$ cat config.mk
export PLATFORM = sky130hd
export DESIGN_NAME = music_box_sequencer
export DESIGN_NICKNAME = d
export VERILOG_FILES = /design/src/rtl/synth_pkg.sv /design/src/rtl/tempo_tick_gen.sv /design/src/rtl/music_box_sequencer.sv
export SDC_FILE = /design/constraint.sdc
export NUM_CORES = 1
export LEC_CHECK = 0
export BUFFER_PORTS_ARGS = -buffer_cell sky130_fd_sc_hd__buf_2
export CAP_MARGIN = 15
export CORE_ASPECT_RATIO = 0.75
export CORE_UTILIZATION = 57
export DETAILED_ROUTE_END_ITERATION = 8
export HOLD_SLACK_MARGIN = 0.1
export PLACE_DENSITY = 0.78
export SYNTH_ARGS = -nofsm -noshare
export SYNTH_HDL_FRONTEND = slang
export SYNTH_SLANG_ARGS = --single-unit
export TNS_END_PERCENT = 50
$ cat constraint.sdc
create_clock -name clk -period 3.8 [get_ports clk]
set_input_delay 0.76 -clock clk [delete_from_list [all_inputs] [get_ports clk]]
set_output_delay 0.76 -clock clk [all_outputs]
set_load 0.01 [all_outputs]
$ cat src/rtl/synth_pkg.sv
// Shared types and helpers for the music box sequencer and its tempo prescaler.
package synth_pkg;

    // Width of a tone half-period count (0 = silence)
    localparam int NOTE_W = 20;

    // Width of the tick counter; the longest note is 4<<7 = 512 ticks
    localparam int LEN_W = 10;

    // Sequencer states
    typedef enum logic [2:0] {
        S_IDLE  = 3'd0,
        S_FETCH = 3'd1,
        S_LOAD  = 3'd2,
        S_SOUND = 3'd3,
        S_GAP   = 3'd4
    } state_t;

    // A ROM word with both note and duration code zero terminates the song
    localparam logic [NOTE_W-1:0] END_NOTE = '0;
    localparam logic [2:0]        END_DUR  = 3'd0;

    // Duration code d -> note length in tempo ticks (4..512)
    function automatic logic [LEN_W-1:0] note_len(input logic [2:0] d);
        logic [LEN_W-1:0] base;
        base = LEN_W'(4);
        return base << d;
    endfunction

endpackage

$ cat src/rtl/tempo_tick_gen.sv
// Tempo prescaler: counts 0..TICK_DIV-1 while enabled and ticks on the wrap.
// clear restarts the count at 0; dropping en freezes the count in place.
module tempo_tick_gen #(
    parameter int TICK_DIV = 1_562_500
) (
    input  logic clk,
    input  logic rst,
    input  logic clear,
    input  logic en,
    output logic tick
);

    localparam int CNT_W = (TICK_DIV > 2) ? $clog2(TICK_DIV) : 1;

    logic [CNT_W-1:0] cnt;

    // The tick is a one-cycle strobe on the last count of each period
    assign tick = en && (cnt == CNT_W'(TICK_DIV - 1));

    // Prescaler register with clear priority over counting
    always_ff @(posedge clk or posedge rst) begin
        if (rst) begin
            cnt <= '0;
        end else if (clear) begin
            cnt <= '0;
        end else if (en) begin
            if (tick) begin
                cnt <= '0;
            end else begin
                cnt <= cnt + CNT_W'(1);
            end
        end
    end

endmodule

$ cat src/rtl/music_box_sequencer.sv
// Song sequencer: walks the song ROM one step at a time, times each note
// with the tempo prescaler and drives the tone generator, falling back to
// live keyboard notes while idle.
// Optional build macro KEY_OVERRIDE_EN: a held key overrides playback and
// pauses the note timing until it is released.
module music_box_sequencer
    import synth_pkg::*;
#(
    parameter int ADDR_W    = 6,
    parameter int TICK_DIV  = 1_562_500,
    parameter int GAP_TICKS = 1
) (
    input  logic                clk,
    input  logic                rst,
    input  logic [1:0]          song_sel,
    input  logic                start,
    input  logic                stop,
    input  logic [NOTE_W-1:0]   key_note,
    output logic [ADDR_W+1:0]   rom_addr,
    input  logic [NOTE_W-1:0]   rom_note,
    input  logic [2:0]          rom_dur,
    output logic [NOTE_W-1:0]   tone_count,
    output logic                play,
    output logic                busy,
    output logic [ADDR_W-1:0]   step,
    output logic                done
);

    localparam int GAP_LAST = (GAP_TICKS > 0) ? GAP_TICKS - 1 : 0;

    state_t             state_q, state_d;
    logic [1:0]         song_q, song_d;
    logic [NOTE_W-1:0]  note_q, note_d;
    logic [LEN_W-1:0]   len_q, len_d;
    logic [LEN_W-1:0]   tick_cnt_q, tick_cnt_d;
    logic [ADDR_W-1:0]  step_d, step_nxt;
    logic [ADDR_W+1:0]  rom_addr_d;
    logic [NOTE_W-1:0]  tone_d;
    logic               play_d, busy_d, done_d;
    logic               advance;
    logic               key_ovr, tick_en, tick_clear, tick;

`ifdef KEY_OVERRIDE_EN
    assign key_ovr = (state_q != S_IDLE) && (key_note != '0);
`else
    assign key_ovr = 1'b0;
`endif

    // Note timing runs only in SOUND/GAP and pauses under a key override
    assign tick_en    = ((state_q == S_SOUND) || (state_q == S_GAP)) && !key_ovr;
    assign tick_clear = (state_q == S_LOAD);
    assign step_nxt   = step + ADDR_W'(1);

    tempo_tick_gen #(
        .TICK_DIV (TICK_DIV)
    ) u_tick (
        .clk   (clk),
        .rst   (rst),
        .clear (tick_clear),
        .en    (tick_en),
        .tick  (tick)
    );

    // Next-state and next-output logic; every output is then registered
    always_comb begin
        state_d    = state_q;
        song_d     = song_q;
        note_d     = note_q;
        len_d      = len_q;
        tick_cnt_d = tick_cnt_q;
        step_d     = step;
        rom_addr_d = rom_addr;
        done_d     = 1'b0;
        advance    = 1'b0;

        if (stop) begin
            state_d = S_IDLE;
        end else if (start) begin
            state_d    = S_FETCH;
            song_d     = song_sel;
            step_d     = '0;
            rom_addr_d = {song_sel, {ADDR_W{1'b0}}};
        end else if (!key_ovr) begin
            case (state_q)
                S_FETCH: state_d = S_LOAD;
                S_LOAD: begin
                    note_d = rom_note;
                    if ((rom_note == END_NOTE) && (rom_dur == END_DUR)) begin
                        state_d = S_IDLE;
                        done_d  = 1'b1;
                    end else begin
                        len_d      = note_len(rom_dur);
                        tick_cnt_d = '0;
                        state_d    = S_SOUND;
                    end
                end
                S_SOUND: begin
                    if (tick) begin
                        if (tick_cnt_q == len_q - LEN_W'(GAP_TICKS + 1)) begin
                            tick_cnt_d = '0;
                            if (GAP_TICKS == 0) begin
                                advance = 1'b1;
                            end else begin
                                state_d = S_GAP;
                            end
                        end else begin
                            tick_cnt_d = tick_cnt_q + LEN_W'(1);
                        end
                    end
                end
                S_GAP: begin
                    if (tick) begin
                        if (tick_cnt_q == LEN_W'(GAP_LAST)) begin
                            tick_cnt_d = '0;
                            advance    = 1'b1;
                        end else begin
                            tick_cnt_d = tick_cnt_q + LEN_W'(1);
                        end
                    end
                end
                default: ;
            endcase

            // End of a step: either the song is exhausted or fetch the next one
            if (advance) begin
                if (step == {ADDR_W{1'b1}}) begin
                    state_d = S_IDLE;
                    done_d  = 1'b1;
                end else begin
                    step_d     = step_nxt;
                    rom_addr_d = {song_q, step_nxt};
                    state_d    = S_FETCH;
                end
            end
        end

        if (state_d == S_IDLE) begin
            step_d = '0;
        end

        tone_d = '0;
        play_d = 1'b0;
        case (state_d)
            S_IDLE: begin
                tone_d = key_note;
                play_d = (key_note != '0);
            end
            S_SOUND: begin
                tone_d = note_d;
                play_d = (note_d != '0);
            end
            default: ;
        endcase
        if (key_ovr) begin
            tone_d = key_note;
            play_d = 1'b1;
        end
        busy_d = (state_d != S_IDLE);
    end

    // State, datapath and registered outputs
    always_ff @(posedge clk or posedge rst) begin
        if (rst) begin
            state_q    <= S_IDLE;
            song_q     <= '0;
            note_q     <= '0;
            len_q      <= '0;
            tick_cnt_q <= '0;
            step       <= '0;
            rom_addr   <= '0;
            tone_count <= '0;
            play       <= 1'b0;
            busy       <= 1'b0;
            done       <= 1'b0;
        end else begin
            state_q    <= state_d;
            song_q     <= song_d;
            note_q     <= note_d;
            len_q      <= len_d;
            tick_cnt_q <= tick_cnt_d;
            step       <= step_d;
            rom_addr   <= rom_addr_d;
            tone_count <= tone_d;
            play       <= play_d;
            busy       <= busy_d;
            done       <= done_d;
        end
    end

endmodule

==> results.sh, run 1 <==
export IMPL_status="finished with violations"
export IMPL_violations="design-rule violations"
export IMPL_diodes=0
export IMPL_r2r_start="u_tick.cnt[0]$_DFFE_PP0P_"
export IMPL_synthesis_area_sq_um=5190
export IMPL_setup_viol=0
export IMPL_ios=86
export IMPL_cts_buffer_depth=2
export IMPL_reg2reg_depth=9
export IMPL_clock_latency_ns=0.34
export IMPL_hp_class="flop to flop"
export IMPL_grt_max_degree=74
export IMPL_slew_headroom_pct=40.2
export IMPL_grt_pass1_wl_mm=20.6
export IMPL_utilization_pct=69.8
export IMPL_crit_arrival_ns=3.68
export IMPL_syn_nets=564
export IMPL_hpwl_mm=8.98
export IMPL_min_to="rom_addr[7]$_DFFE_PP0P_"
export IMPL_irDropWorstVdd_mv=0.260
export IMPL_io_buffers=85
export IMPL_final_setup_tns_ns=0
export IMPL_path_buf_inv=1
export IMPL_die_w_microns=112
export IMPL_row_count=29
export IMPL_cts_root_buf="clkbuf_16"
export IMPL_finalHoldViolCount=0
export IMPL_cts_made_buffers=9
export IMPL_drt_wl_total_mm=12.5
export IMPL_die_y_microns=84.7
export IMPL_reg2reg_setup_slack_ns=0.38
export IMPL_worst_setup_path_end_kind="flop"
export IMPL_worst_setup_path_type="flop to flop"
export IMPL_wl_per_cell_microns=17.6
export IMPL_ant_nets=0
export IMPL_vias_per_cell=6.25
export IMPL_cts_sinks=101
export IMPL_num_vias=4422
export IMPL_initial_core_util_pct=60.1
export IMPL_slew_viol_final=0
export IMPL_syn_avg_cell_area_sq_um=10.2
export IMPL_fmax_ghz=0.292
export IMPL_synth_area_leaders="dfrtp_1 (49%), o21ai_0 (4.1%), nand2_1 (3.3%), mux2_2 (3.0%), mux2i_1 (2.7%)"
export IMPL_syn2layout_area_growth_pct=16.0
export IMPL_htreeDepth=3
export IMPL_cts_resized=0
export IMPL_skew_ns=0.00684
export IMPL_seq_area_frac_synth_pct=48.7
export IMPL_cap_violations=0
export IMPL_ys_async_sr_fraction_pct=100
export IMPL_worst_pin_slew_ns=0.897
export IMPL_ys_flop_type="dfrtp_1"
export IMPL_min_from="rom_addr[7]$_DFFE_PP0P_"
export IMPL_crit_fanout=14
export IMPL_p_total_mw=2.51
export IMPL_start_kind="flop"
export IMPL_die_area_sq_um=9500
export IMPL_hold_depth=2
export IMPL_use_met2_pct=42.1
export IMPL_path_clk_slew_ns=0.07
export IMPL_top_usage_layer="met2"
export IMPL_gr_usage_met3_pct=6.21
export IMPL_cts_tree="yes"
export IMPL_leakagePower_nw=2.85
export IMPL_regToRegEndpoint="tone_count[5]$_DFF_PP0_"
export IMPL_core_sq_um=8640
export IMPL_yosys_warnings=0
export IMPL_use_met1_pct=40.1
export IMPL_drtPass1Iterations=8
export IMPL_grt_pass1_vias=4103
export IMPL_hold_buffers=0
export IMPL_drc=4
export IMPL_overflow=0
export IMPL_power_density_nw_per_um2=417
export IMPL_period_needed_ns=3.42
export IMPL_syn_inst=509
export IMPL_yosysTopAreaCell="dfrtp_1"
export IMPL_synth_edf_count=0
export IMPL_crit_family="simple AND/OR/NAND/NOR gates"
export IMPL_rsz0062_at_grt="no"
export IMPL_groute_usage_overall_pct=27.7
export IMPL_gp_congestion=0.877
export IMPL_critical_path_cell_chain="ha_1 > or4b_1 > nor4_1 > nand3_1 > a2111oi_2 > a221oi_2 > nor3_4 > buf_4 > o2bb2ai_1"
export IMPL_postCtsSetupRepairBufs=0
export IMPL_synth_cell_types=64
export IMPL_dr_first_iter_drc_count=290
export IMPL_nets=650
export IMPL_antenna_found_initial=0
export IMPL_crit_slowest_cell="nor3_4"
export IMPL_ys_ff_latch=101
export IMPL_netlist_area_leader_share_pct=48.7
export IMPL_cp_required_ns=4.06
export IMPL_drive_gt1_share_pct=23.8
export IMPL_finalCritPeriodShare_pct=90.0
export IMPL_max_stage_delay_ns=0.58
-- cells in the final DEF, fill, tap and decap left out, types with 3 or more instances in the layout --
master	Yosys	routed
dfrtp_1	101	101
ha_1	6	6
and2_1	6	6
o21ai_0	43	43
o41ai_1	7	7
xor2_1	6	6
and3_1	13	13
nor4_1	19	19
buf_4	1	9
or3b_2	3	3
or3_1	6	6
or4_1	4	4
buf_2	0	85
nand2b_1	5	5
nor2_1	22	22
nand3b_1	3	3
o31ai_1	3	3
clkbuf_16	0	9
o2bb2ai_1	10	10
xnor2_1	13	13
mux2_2	14	14
nand4_1	10	10
a31oi_1	4	4
o22ai_1	3	3
a22o_1	10	10
nand2_1	46	46
nand3_1	17	17
nor2b_1	7	7
a21oi_1	11	11
inv_1	27	26
a32o_1	8	8
nor3_1	8	8
mux2i_1	14	14
-- cell families (layout without fill, tap and decap cells) --
group	count (synthesis)	in the layout	share of synthesized area, %
adder cells (fa/ha/maj)	6	6	1.45
XOR/XNOR	19	19	3.20
multiplexers	28	28	5.73
buffers and inverters	46	137	4.12
AND/OR/NAND/NOR	191	191	20.8
flip-flops	101	101	48.7
AO/OA/AOI/OAI	118	118	16.0
-- layout make-up --
cell class / instances / area [sq um]
Multi-Input combinational cell: 362 / 2460
Clock buffer: 9 / 225
Tap cell: 108 / 135
Inverter: 27 / 104
Fill cell: 666 / 2610
Sequential cell: 101 / 2530
Timing Repair Buffer: 94 / 493
Clock inverter: 7 / 82.6
-- sequential cells by signal, indices dropped and copies added, names as in the netlist --
register,count
u_tick.cnt,21
note_q,20
tone_count,20
tick_cnt_q,10
len_q,8
rom_addr,8
step,6
state_q,3
song_q,2
busy,1
done,1
play,1
-- cell usage after synthesis (all sizes together) (3+ instances only) --
library cell	instances
buf	8
dfrtp	101
o41ai	7
xnor2	13
clkbuf	11
or3b	3
nor2	23
nand4	10
nor2b	7
nand2	47
xor2	6
o21ai	44
inv	27
nand3	17
ha	6
nand2b	5
mux2i	14
and3	15
o2bb2ai	12
a21oi	11
nor4	21
nand3b	3
nor3	10
o22ai	3
and2	7
or4	5
mux2	14
a32o	8
o31ai	3
a22o	10
or3	7
a31oi	4
-- stage by stage --
| stage | setup slack [ns] | instances | area, sq um | hold slack, ns |
|---|---|---|---|---|
| finish | 0.380 | 708 | 6020 | 0.482 |
| global placement | 0.500 | 692 | 5720 | 0.457 |
| floorplan | 0.393 | 509 | 5190 | 0.456 |
| detailed placement | 0.413 | 692 | 5720 | 0.468 |
| global route | 0.183 | 708 | 6020 | 0.502 |
| CTS | 0.430 | 708 | 6020 | 0.485 |
-- worst max-delay path by stage --
stage	to	slack, ns	cells after the start	start
detailed placement	tone_count[5]$_DFF_PP0_	0.41	9	rom_note[6]
finish	tone_count[5]$_DFF_PP0_	0.38	9	u_tick.cnt[0]$_DFFE_PP0P_
floorplan	busy$_DFF_PP0_	0.39	1	rst
global placement	tone_count[7]$_DFF_PP0_	0.50	9	rom_note[0]
CTS	tone_count[5]$_DFF_PP0_	0.43	9	u_tick.cnt[0]$_DFFE_PP0P_
global route	tick_cnt_q[0]$_DFFE_PP0P_	0.18	8	u_tick.cnt[0]$_DFFE_PP0P_
-- tightest hold or removal path, delay by kind of cell (launching register included) --
kind,cells,cell delay [ns]
and+or+nand+nor,1,0.04
DFF,1,0.35
AOI/OAI and AO/OA,1,0.06
-- per-layer routing --
metal,wire length [microns],vias up
li1,-,2057
met1,5810,2180
met2,5760,174
met3,845,11
met4,86,0
met5,0,-
-- power by group --
part           internal [mW]  switching [mW]
sequential              1.16          0.0510
combinational          0.148           0.214
clock                  0.520           0.416
Power figures use the tool's default switching activity.
==> inputs of run 2 (changes only) <==
--- a/config.mk
+++ b/config.mk
@@ -5,13 +5,13 @@
 export SDC_FILE = /design/constraint.sdc
 export NUM_CORES = 1
 export LEC_CHECK = 0
-export BUFFER_PORTS_ARGS = -buffer_cell sky130_fd_sc_hd__buf_2
 export CAP_MARGIN = 15
 export CORE_ASPECT_RATIO = 0.75
-export CORE_UTILIZATION = 57
+export CORE_UTILIZATION = 61
 export DETAILED_ROUTE_END_ITERATION = 8
+export DONT_BUFFER_PORTS = 1
 export HOLD_SLACK_MARGIN = 0.1
-export PLACE_DENSITY = 0.78
+export PLACE_DENSITY = 0.74
 export SYNTH_ARGS = -nofsm -noshare
 export SYNTH_HDL_FRONTEND = slang
 export SYNTH_SLANG_ARGS = --single-unit
==> run 2 against run 1 <==
Net effect: the run now ends clean; clock skew increased by 0.0017 ns; final cell count decreased by 12%; critical path depth unchanged; power decreased by 5.1%; non-clock buffer count decreased by 85; combinational power decreased by 22%.
==> results.sh, run 2 (synthesized netlist as in run 1, its figures left out) <==
export IMPL_status="complete, no violations"
export IMPL_crit_slowest_cell="nor3_4"
export IMPL_intPower_mw=1.73
export IMPL_groute_usage_overall_pct=28.2
export IMPL_nets=565
export IMPL_largest_register_ff_count=21
export IMPL_cts_tree="yes"
export IMPL_leakagePower_nw=2.48
export IMPL_hold_buffers=0
export IMPL_path_buf_inv=1
export IMPL_setup_viol=0
export IMPL_ant_nets=0
export IMPL_grt_pass1_wl_mm=19.1
export IMPL_cap_violations=0
export IMPL_worst_setup_path_end_kind="flop"
export IMPL_worst_setup_path_type="flop to flop"
export IMPL_dp_cells=604
export IMPL_drtPass1Iterations=5
export IMPL_final_setup_tns_ns=0
export IMPL_dr_first_iter_drc_count=291
export IMPL_antenna_found_initial=0
export IMPL_finalHoldViolCount=0
export IMPL_reg2reg_setup_slack_ns=0.43
export IMPL_wl_met3_microns=822
export IMPL_p_sw_share_pct=27.3
export IMPL_crit_family="simple AND/OR/NAND/NOR gates"
export IMPL_gp_congestion=0.853
export IMPL_wl_per_cell_microns=19.2
export IMPL_crit_arrival_ns=3.63
export IMPL_wl_met2_mm=5.30
export IMPL_initial_core_util_pct=64.4
export IMPL_layout_commonest_cell="dfrtp_1"
export IMPL_r2r_start="u_tick.cnt[0]$_DFFE_PP0P_"
export IMPL_die_w_microns=109
export IMPL_top_layer_used="met4"
export IMPL_slew_viol_final=0
export IMPL_regMostFlops="u_tick.cnt"
export IMPL_reg2reg_depth=9
export IMPL_io_buffers=0
export IMPL_core_sq_um=8060
export IMPL_crit_fanout=13
export IMPL_diodes=0
export IMPL_htreeDepth=3
export IMPL_fmax_ghz=0.297
export IMPL_grt_pass1_vias=3864
export IMPL_cts_root_buf="clkbuf_16"
export IMPL_grt_max_degree=80
export IMPL_irDropWorstVdd_mv=0.332
export IMPL_cts_buffer_depth=2
export IMPL_drive_gt1_share_pct=11.3
export IMPL_die_area_sq_um=8890
export IMPL_max_stage_delay_ns=0.53
export IMPL_fin_cells=620
export IMPL_num_fill_cells=616
export IMPL_critical_path_cell_chain="ha_1 > or4b_1 > nor4_1 > nand3_1 > a2111oi_2 > a221oi_2 > nor3_4 > buf_4 > o2bb2ai_1"
export IMPL_power_switching_mw=0.651
export IMPL_skew_ns=0.00853
export IMPL_utilization_pct=69.1
export IMPL_vias_per_cell=6.45
export IMPL_pwr_share_clk_pct=36.7
export IMPL_cts_made_buffers=9
export IMPL_cp_required_ns=4.06
export IMPL_met1_length_mm=5.66
export IMPL_hpwl_mm=8.52
export IMPL_reg_top3="u_tick.cnt: 21 flops, note_q: 20 flops, tone_count: 20 flops"
export IMPL_cts_sinks=101
export IMPL_start_kind="flop"
export IMPL_rsz0062_at_grt="no"
export IMPL_pwr_share_seq_pct=51.5
export IMPL_num_vias=4002
export IMPL_finalCritPeriodShare_pct=88.7
export IMPL_fin_hold_ws_ns=0.498
export IMPL_regToRegEndpoint="tone_count[1]$_DFF_PP0_"
export IMPL_hp_class="input pin to async pin"
export IMPL_power_density_nw_per_um2=428
export IMPL_die_y_microns=81.9
export IMPL_drc=0
export IMPL_slew_headroom_pct=35.3
export IMPL_postCtsSetupRepairBufs=0
export IMPL_final_cell_mix="dfrtp_1 (101), nand2_1 (46), o21ai_0 (42), inv_1 (26), nor2_1 (22)"
export IMPL_cts_resized=0
export IMPL_period_needed_ns=3.37
export IMPL_ios=86
export IMPL_drt_wl_total_mm=11.9
export IMPL_path_clk_slew_ns=0.07
export IMPL_overflow=0
export IMPL_syn2layout_area_growth_pct=7.28
export IMPL_clock_latency_ns=0.34
export IMPL_comb_power_share_pct=11.8
export IMPL_row_count=28
export IMPL_worst_pin_slew_ns=0.970
==> run 2: power by group through the flow <==
| stage | clock [mW] | sequential, mW | combinational (mW) |
|---|---|---|---|
| 4_1_cts | 0.885 | 1.23 | 0.281 |
| 2_1_floorplan | 0 | 1.23 | 0.228 |
| 3_5_place_dp | 0 | 1.25 | 0.279 |
| 5_1_grt | 0.927 | 1.24 | 0.312 |
| 3_3_place_gp | 0 | 1.24 | 0.269 |
| 6_report | 0.875 | 1.23 | 0.281 |
==> run 2: per-stage QoR <==
step	total power [mW]	instance area, sq um	worst slack, ns
floorplan	1.45	5190	0.393
global placement	1.51	5290	0.616
detailed placement	1.52	5290	0.462
CTS	2.39	5570	0.428
global route	2.48	5570	0.186
finish	2.38	5570	0.431
==> run 2: metal layers <==
metal / vias up / GRT usage [%]
met3: 15 / 7.62
met5: - / 0
li1: 1898 / -
met2: 150 / 43.2
met1: 1939 / 40.3
met4: 0 / 6.22
==> run 2: layout make-up <==
| class | instances | area (sq um) | area share [%] |
|---|---|---|---|
| multi-input cells | 362 | 2460 | 44.1 |
| inverters | 27 | 104 | 1.86 |
| flip-flops and latches | 101 | 2530 | 45.4 |
| clock buffers | 9 | 225 | 4.04 |
| clock inverters | 7 | 57.6 | 1.03 |
| well taps | 105 | 131 | 2.36 |
| repair buffers | 9 | 67.6 | 1.21 |
==> run 2: how the worst max path moves through the flow <==
stage,startpoint,to,cells after the start
floorplan,rst,busy$_DFF_PP0_,1
global placement,rom_note[0],tone_count[9]$_DFF_PP0_,8
detailed placement,u_tick.cnt[0]$_DFFE_PP0P_,tone_count[5]$_DFF_PP0_,9
CTS,u_tick.cnt[0]$_DFFE_PP0P_,tone_count[5]$_DFF_PP0_,9
global route,u_tick.cnt[0]$_DFFE_PP0P_,tone_count[5]$_DFF_PP0_,9
finish,u_tick.cnt[0]$_DFFE_PP0P_,tone_count[1]$_DFF_PP0_,9
==> run 2: worst register-to-register path, cell delays in order, from the launching register on <==
cell and delay (ns):
dfrtp_1 0.42, ha_1 0.26, or4b_1 0.46, nor4_1 0.38, nand3_1 0.21, a2111oi_2 0.44
a221oi_2 0.15, nor3_4 0.53, buf_4 0.30, o2bb2ai_1 0.14
==> inputs of run 3 (changes only) <==
--- a/config.mk
+++ b/config.mk
@@ -7,11 +7,11 @@
 export LEC_CHECK = 0
 export CAP_MARGIN = 15
 export CORE_ASPECT_RATIO = 0.75
-export CORE_UTILIZATION = 61
+export CORE_UTILIZATION = 60
 export DETAILED_ROUTE_END_ITERATION = 8
 export DONT_BUFFER_PORTS = 1
 export HOLD_SLACK_MARGIN = 0.1
-export PLACE_DENSITY = 0.74
+export PLACE_DENSITY = 0.73
 export SYNTH_ARGS = -nofsm -noshare
 export SYNTH_HDL_FRONTEND = slang
 export SYNTH_SLANG_ARGS = --single-unit
==> run 3 against run 2 <==
Net effect: highest routed layer unchanged; global-route usage shrank 1.3 points; worst hold slack got worse by 0.034 ns; die area increased by 1.6%; first-iteration DRC count grew 8.9%; clock skew grew 0.0015 ns; largest power group unchanged; core utilization shrank 0.49 points.
==> results.sh, run 3 (synthesized netlist as in run 1, its figures left out) <==
export IMPL_reg_top3="u_tick.cnt: 21 flops, note_q: 20 flops, tone_count: 20 flops"
export IMPL_antenna_found_initial=0
export IMPL_row_count=28
export IMPL_drt_wl_total_mm=11.7
export IMPL_gp_congestion=0.841
export IMPL_worst_setup_path_end_kind="flop"
export IMPL_rsz0062_at_grt="no"
export IMPL_die_area_sq_um=9030
export IMPL_grt_max_degree=68
export IMPL_comb_power_share_pct=11.4
export IMPL_grt_pass1_wl_mm=18.5
export IMPL_dr_first_iter_drc_count=317
export IMPL_status="complete, no violations"
export IMPL_groute_usage_overall_pct=26.9
export IMPL_pwr_share_seq_pct=50.3
export IMPL_cts_sinks=101
export IMPL_core_sq_um=8130
export IMPL_setup_viol=0
export IMPL_ios=86
export IMPL_leakagePower_nw=2.48
export IMPL_slew_headroom_pct=45.2
export IMPL_num_vias=4043
export IMPL_cts_root_buf="clkbuf_16"
export IMPL_worst_setup_path_type="flop to flop"
export IMPL_final_setup_tns_ns=0
export IMPL_drive_gt1_share_pct=10.9
export IMPL_finalCritPeriodShare_pct=88.5
export IMPL_p_total_mw=2.43
export IMPL_path_clk_slew_ns=0.07
export IMPL_finalHoldViolCount=0
export IMPL_fmax_ghz=0.298
export IMPL_grt_pass1_vias=3750
export IMPL_drc=0
export IMPL_cts_buffer_depth=2
export IMPL_overflow=0
export IMPL_hold_buffers=0
export IMPL_cap_violations=0
export IMPL_die_y_microns=82.6
export IMPL_cts_resized=0
export IMPL_htreeDepth=3
export IMPL_crit_arrival_ns=3.65
export IMPL_crit_fanout=9
export IMPL_syn2layout_area_growth_pct=7.45
export IMPL_cp_required_ns=4.09
export IMPL_drtPass1Iterations=4
export IMPL_final_cell_mix="dfrtp_1 (101), nand2_1 (46), o21ai_0 (42), inv_1 (26), nor2_1 (22)"
export IMPL_worst_pin_slew_ns=0.822
export IMPL_initial_core_util_pct=63.9
export IMPL_power_switching_mw=0.640
export IMPL_nets=564
export IMPL_layout_commonest_cell="dfrtp_1"
export IMPL_io_buffers=0
export IMPL_hpwl_mm=8.27
export IMPL_period_needed_ns=3.36
export IMPL_clock_latency_ns=0.35
export IMPL_diodes=0
export IMPL_wl_per_cell_microns=18.9
export IMPL_intPower_mw=1.79
export IMPL_pwr_share_clk_pct=38.2
export IMPL_largest_register_ff_count=21
export IMPL_p_sw_share_pct=26.3
export IMPL_postCtsSetupRepairBufs=0
export IMPL_cts_made_buffers=9
export IMPL_slew_viol_final=0
export IMPL_num_fill_cells=646
export IMPL_die_w_microns=109
export IMPL_irDropWorstVdd_mv=0.359
export IMPL_vias_per_cell=6.53
export IMPL_cts_tree="yes"
export IMPL_regMostFlops="u_tick.cnt"
export IMPL_ant_nets=0
export IMPL_power_density_nw_per_um2=436
export IMPL_skew_ns=0.0100
export IMPL_hp_class="input pin to async pin"
export IMPL_start_kind="flop"
[run 3: layout make-up]
class | instances | area [sq um] | share of cell area (%)
Inverter | 27 | 104 | 1.86
Multi-Input combinational cell | 362 | 2460 | 44.0
Tap cell | 105 | 131 | 2.35
Clock buffer | 10 | 229 | 4.10
Timing Repair Buffer | 8 | 60.1 | 1.08
Sequential cell | 101 | 2530 | 45.3
Clock inverter | 6 | 70.1 | 1.26
[run 3: final timing paths]
path,startpoint,end,slack (ns),cells past startpoint
max in group asynchronous,rst,note_q[2]$_DFF_PP0_,2.56,2
min in group clk,u_tick.cnt[20]$_DFFE_PP0P_,u_tick.cnt[20]$_DFFE_PP0P_,0.50,1
worst min register to register,u_tick.cnt[20]$_DFFE_PP0P_,u_tick.cnt[20]$_DFFE_PP0P_,0.50,1
worst min-delay path,rst,u_tick.cnt[17]$_DFFE_PP0P_,0.46,1
worst max-delay path,u_tick.cnt[0]$_DFFE_PP0P_,tick_cnt_q[0]$_DFFE_PP0P_,0.44,8
worst max register to register,u_tick.cnt[0]$_DFFE_PP0P_,tick_cnt_q[0]$_DFFE_PP0P_,0.44,8
[run 3: layer usage]
metal | vias to the layer above | wire (microns) | track usage [%]
li1 | 1881 | - | -
met1 | 2007 | 5470 | 39.7
met2 | 145 | 5180 | 38.7
met3 | 10 | 933 | 7.38
met4 | 0 | 93 | 7.20
met5 | - | 0 | 0
[run 3: stage by stage]
step / instances / setup slack [ns] / cell area [sq um] / hold WS (ns) / utilization, %
after floorplan: 509 / 0.393 / 5190 / 0.456 / -
after global placement: 603 / 0.684 / 5280 / 0.479 / 65.0
after detailed placement: 603 / 0.493 / 5280 / 0.483 / 65.0
after CTS: 619 / 0.461 / 5580 / 0.483 / 68.6
after global routing: 619 / 0.164 / 5580 / 0.508 / 68.6
final: 619 / 0.439 / 5580 / 0.463 / 68.6
[run 3: power groups by stage]
stage | sequential [mW] | combinational (mW) | clock [mW]
6_report | 1.22 | 0.279 | 0.931
5_1_grt | 1.24 | 0.311 | 0.985
4_1_cts | 1.22 | 0.279 | 0.945
3_5_place_dp | 1.24 | 0.277 | 0
3_3_place_gp | 1.24 | 0.268 | 0
2_1_floorplan | 1.23 | 0.228 | 0
[run 3: worst max-delay path, stage by stage, from the launching register on]
cell     delay [ns]
dfrtp_1        0.39
ha_1           0.28
or4b_1         0.45
nor4_1         0.46
and3_1         0.27
nor2_1         0.16
or4_1          0.57
nor2_1         0.47
mux2_2         0.25
